**src/rtl/game_pkg.sv**
```systemverilog
// Shared definitions for the game datapath: state layout, command codes and
// the state keeper FSM encoding.
package game_pkg;

  localparam int unsigned MAN_W   = 6;
  localparam int unsigned MAP_W   = 64;
  localparam int unsigned STATE_W = MAP_W + MAP_W + MAN_W;

  // Command codes carried on sel alongside game_state_en
  localparam logic [1:0] CMD_LOAD    = 2'b00;
  localparam logic [1:0] CMD_MOVE    = 2'b01;
  localparam logic [1:0] CMD_RETRACT = 2'b10;
  localparam logic [1:0] CMD_HOLD    = 2'b11;

  typedef enum logic [1:0] {
    StIdle  = 2'b00,
    StPopRd = 2'b01,
    StPopWr = 2'b10
  } keeper_state_e;

  // Player position field of a packed {way, box, man} state
  function automatic logic [MAN_W-1:0] state_man(input logic [STATE_W-1:0] s);
    return s[MAN_W-1:0];
  endfunction

endpackage

```
**src/rtl/history_ram.sv**
```systemverilog
// Undo history storage: single-port RAM, synchronous read, no reset so it
// maps onto block RAM.
module history_ram #(
  parameter int unsigned DEPTH = 16,
  parameter int unsigned AW    = 4,
  parameter int unsigned SW    = 134
) (
  input  logic          clk,
  input  logic          we,
  input  logic [AW-1:0] addr,
  input  logic [SW-1:0] wdata,
  output logic [SW-1:0] rdata
);

  logic [SW-1:0] mem [DEPTH];

  // Write on enable; registered read of the same address every cycle
  always_ff @(posedge clk) begin
    if (we) begin
      mem[addr] <= wdata;
    end
    rdata <= mem[addr];
  end

endmodule

```
**src/rtl/game_state_keeper.sv**
```systemverilog
// Live game state register with a ring-buffer undo history. Commands arrive
// as a one-cycle strobe; a retract runs a three-edge pop through the RAM.
module game_state_keeper
  import game_pkg::*;
#(
  parameter int unsigned DEPTH = 16,
  parameter int unsigned AW    = 4,
  parameter int unsigned SW    = STATE_W
) (
  input  logic          clk,
  input  logic          rst_n,
  input  logic          game_state_en,
  input  logic [1:0]    sel,
  input  logic [SW-1:0] level_state,
  input  logic [SW-1:0] next_state,
  output logic [SW-1:0] game_state,
  output logic [AW:0]   hist_count,
  output logic          hist_empty,
  output logic          busy
);

  localparam logic [AW:0]   HistFull = (AW+1)'(DEPTH);
  localparam logic [AW:0]   CountOne = (AW+1)'(1);
  localparam logic [AW-1:0] PtrOne   = AW'(1);

  keeper_state_e state_q, state_d;
  logic [SW-1:0] game_state_q, game_state_d;
  logic [AW:0]   count_q, count_d;
  logic [AW-1:0] wp_q, wp_d;

  logic          ram_we;
  logic [AW-1:0] ram_addr;
  logic [SW-1:0] ram_rdata;

  history_ram #(
    .DEPTH (DEPTH),
    .AW    (AW),
    .SW    (SW)
  ) u_history_ram (
    .clk   (clk),
    .we    (ram_we),
    .addr  (ram_addr),
    .wdata (game_state_q),
    .rdata (ram_rdata)
  );

  // Command decode, pointer/count bookkeeping and retract sequencing
  always_comb begin
    state_d      = state_q;
    game_state_d = game_state_q;
    count_d      = count_q;
    wp_d         = wp_q;
    ram_we       = 1'b0;
    // Outside the retract strobe the RAM sits on wp, which after the
    // decrement is the entry being popped, so read data stays stable.
    ram_addr     = wp_q;

    unique case (state_q)
      StIdle: begin
        if (game_state_en) begin
          unique case (sel)
            CMD_LOAD: begin
              game_state_d = level_state;
              count_d      = '0;
              wp_d         = '0;
            end
            CMD_MOVE: begin
              ram_we       = 1'b1;
              wp_d         = wp_q + PtrOne;
              game_state_d = next_state;
              if (count_q != HistFull) begin
                count_d = count_q + CountOne;
              end
            end
            CMD_RETRACT: begin
              if (count_q != '0) begin
                wp_d     = wp_q - PtrOne;
                ram_addr = wp_q - PtrOne;
                state_d  = StPopRd;
              end
            end
            default: ;
          endcase
        end
      end
      StPopRd: begin
        state_d = StPopWr;
      end
      StPopWr: begin
        game_state_d = ram_rdata;
        count_d      = count_q - CountOne;
        state_d      = StIdle;
      end
      default: begin
        state_d = StIdle;
      end
    endcase
  end

  // State, pointer and count registers with asynchronous reset
  always_ff @(posedge clk or negedge rst_n) begin
    if (!rst_n) begin
      state_q      <= StIdle;
      game_state_q <= '0;
      count_q      <= '0;
      wp_q         <= '0;
    end else begin
      state_q      <= state_d;
      game_state_q <= game_state_d;
      count_q      <= count_d;
      wp_q         <= wp_d;
    end
  end

  // Output mapping
  always_comb begin
    game_state = game_state_q;
    hist_count = count_q;
    hist_empty = (count_q == '0);
    busy       = (state_q != StIdle);
  end

endmodule
```
**config.mk**
```make
export PLATFORM = sky130hd
export DESIGN_NAME = game_state_keeper
export DESIGN_NICKNAME = d
export VERILOG_FILES = /design/src/rtl/game_pkg.sv /design/src/rtl/history_ram.sv /design/src/rtl/game_state_keeper.sv
export SDC_FILE = /design/constraint.sdc
export NUM_CORES = 2
export LEC_CHECK = 0
export CAP_MARGIN = 30
export CORE_UTILIZATION = 55
export CTS_CLUSTER_SIZE = 24
export DETAILED_ROUTE_END_ITERATION = 8
export PLACE_DENSITY = 0.73
export SYNTH_ARGS = -nofsm -noshare
export SYNTH_HDL_FRONTEND = slang
export SYNTH_HIERARCHICAL = 1
export SYNTH_SLANG_ARGS = --single-unit
```
**constraint.sdc**
```tcl
create_clock -name clk -period 34.4 [get_ports clk]
set_input_delay 5.16 -clock clk [delete_from_list [all_inputs] [get_ports clk]]
set_output_delay 5.16 -clock clk [all_outputs]
set_load 0.005 [all_outputs]
```
==> flow_summary_export.csv <==
group,metric,value,unit
outcome,status,"completed",
global_routing,grt_antenna_before_repair,0,
layout,syn_to_final_growth,15.63,%
layout,diodes,0,
timing,skew,0.03029,ns
yosys,synth_fp_nets,4693,
place,io_buffers,413,
global_routing,grt_overflow,0,
cts,clk_pin_slew_worst_paths,0.06,ns
flow_run,cap_violations,0,
cts,cts_hold_buf,0,
yosys,synth.area.top_cells,"edfxtp_1 71%, mux4_2 13%, dfrtp_1 4.0%",
yosys,synthSimpleGateAreaFrac,2.068,%
place,hpwl,101900,um
yosys,synth_warnings,6,
timing,worstMarginPinSlew,1.174,ns
layout,multi_input_area,19190,sq um
worst_setup_path,cp-start-kind,"input port",
yosys,synthXorXnorAreaFrac,0.03844,%
place,gp_congestion,0.7474,
yosys,synth_compound_area_share,3.903,%
floorplanning,die_y,409.1,um
power_and_ir_drop,p_per_area,80.65,nW/um^2
timing,setup_viol,0,
power_and_ir_drop,finalPower,0.008498,W
detailed_routing,vias,45690,
timing,max_slew_margin,21.71,%
layout,final_nets,5174,
yosys,muxShareOfSynthArea,14.74,%
timing,clock.fmax,88.99,MHz
layout,fin_util,63.94,%
cts,cts_buffers,225,
floorplanning,initial_core_util,55.30,%
worst_setup_path,required,34.85,ns
yosys,synth_top_family_by_area,"multiplexers",
floorplanning,coreArea,164800,sq um
cts,cts_root_buffer,"clkbuf_16",
cts,clockBufferDepth,3,
timing,hold_viol,0,
worst_setup_path,cp.arrival,11.68,ns
yosys,synth.largest_area_cell,"edfxtp_1",
cts,htreeDepth,4,
detailed_routing,wirelength,209900,um
yosys,ys_dominant_reg_cell,"edfxtp_1",
yosys,synth-seq-area-share,77.57,%
cts,post_cts_buffers,0,
timing,min_period,11.24,ns
yosys,syn_avg_cell_area,20.66,sq um
yosys,synth_adder_area_share,0.1098,%
timing,fin_ws,23.16,ns
yosys,synthCells,4412,
cts,cts_resized,0,
cts,cts.sink_count,2423,
detailed_routing,dr.first_iter.drc_count,5189,
detailed_routing,drt-wirelength-per-cell,28.81,um
power_and_ir_drop,cellLeakagePower,34.01,nW
detailed_routing,drt-pass1-iter-count,6,
worst_setup_path,crit_path_end_kind,"flop",
place,post-place-cells,6845,
layout,layout-drive-gt1-share,19.71,%
timing,finalMaxSlewViolations,0,
power_and_ir_drop,vdd_drop_max,0.0001061,V
yosys,synth_top_area_share,70.65,%
floorplanning,dieArea,167300,sq um
global_routing,grt_pass1_vias,46840,
layout,final_common_cell,"edfxtp_1",
floorplanning,dieWidth,409.1,um
cts,cts_tree,"yes",
floorplanning,fp-row-count,149,
yosys,syn_area,91130,sq um
layout,stdcell_count,7287,
cts,clk_latency,0.85,ns
timing,rsz0062_at_grt,"no",
detailed_routing,ant_nets,0,
global_routing,grt_max_degree,147,
detailed_routing,avgViaCountPerCell,6.270,
global_routing,grt_pass1_wl,308800,um
worst_hold_path,hold_path_class,"flop to flop",
layout,fill_cells,10790,
worst_setup_path,crit_fanout,143,
floorplanning,pin_count,414,
yosys,synth-edff-count,2144,
global_routing,grt_usage,25.22,%
layout,layout_common_cells,"2144 x edfxtp_1, 536 x mux4_2, 412 x clkdlybuf4s50_1, 280 x nand2_1, 268 x a22oi_1",
yosys,ys_async_sr_fraction,5.984,%
timing,setup_tns,0,ns
place,dp_slack,21.66,ns
timing,period_share,32.67,%
yosys,synth_seq_cells,2423,
worst_setup_path,worst-setup-path-type,"input port to flop",
yosys,yosysUniqueCellTypes,51,
detailed_routing,drc,0,
layout,register_area,70690,sq um
[Yosys cell counts (all sizes together) (2+ instances only)]
cell type / number
o31ai: 2
dfrtp: 145
nand3b: 2
nor3: 7
edfxtp: 2144
and3: 2
clkbuf: 124
a22oi: 268
nor2: 151
or3: 2
a21o: 2
nor2b: 3
dfxtp: 134
ha: 8
mux2i: 135
nand2b: 3
and2: 2
mux4: 536
nand2: 280
inv: 10
a21oi: 140
and4b: 2
nand3: 8
buf: 134
xnor2: 3
o21ai: 144
[state kept, by name (all words and copies together) (netlist names)]
signal and cells:
u_history_ram/rdata 134, state_q 2, hist_count 5, wp_q 4
game_state 134, u_history_ram/mem 2144
[final cells by class]
class | instances | share of cell area (%)
multi-input combinational | 1721 | 18.21
timing repair buffer | 512 | 5.019
tap | 2189 | 2.599
clock buffer | 327 | 5.974
sequential | 2423 | 67.09
inverter | 10 | 0.03562
clock inverter | 105 | 1.075
[cell families after synthesis]
family          count (synthesis)
compound gates                566
xor+xnor                        4
fa+ha+maj                       8
buf+inv                       268
flops                        2423
mux                           672
simple gates                  471
[power by group]
group / total [W] / switching [W] / internal (W)
Sequential: 0.00418 / 0.000410 / 0.00377
Clock: 0.00247 / 0.00107 / 0.00140
Combinational: 0.00184 / 0.000952 / 0.000892
Total: 0.00850 / 0.00243 / 0.00607
[metal layers]
layer	vias up	share of wire, %	track usage [%]
met5	-	0	0
met4	0	2.0	6.012
met3	298	8.7	4.630
met2	2198	50	42.12
met1	24150	39	34.75
li1	19040	-	-
[critical path, stage by stage]
cell	delay, ns
clkdlybuf4s50_1	0.48
inv_1	0.12
ha_1	0.21
and4_1	0.43
nor2_1	0.13
a21oi_4	0.20
buf_4	0.79
buf_12	0.72
nand2_1	0.47
nor2_4	0.20
buf_4	0.78
buf_4	0.77
buf_4	0.91
[final timing paths]
| check | cells after the start | startpoint | to | slack, ns |
|---|---|---|---|---|
| max in group asynchronous | 3 | rst_n | game_state[20] | 27.91 |
| min in group asynchronous | 1 | rst_n | game_state[10] | 4.29 |
| hold / removal | 2 | u_history_ram/rdata[19] | game_state[19] | 0.49 |
| setup / recovery | 13 | sel[0] | u_history_ram/mem[7][37] | 23.16 |
| hold reg to reg | 2 | u_history_ram/rdata[19] | game_state[19] | 0.49 |
| setup reg to reg | 12 | hist_count[0] | u_history_ram/mem[7][37] | 27.14 |
[stage by stage]
stage	hold WS [ns]	area, sq um
6_report	0.4928	105400
3_5_place_dp	0.4888	97690
3_3_place_gp	0.4769	97560
2_1_floorplan	0.4696	91130
4_1_cts	0.4963	105100
5_1_grt	0.5113	105400
(Power assumes the default switching activity.)
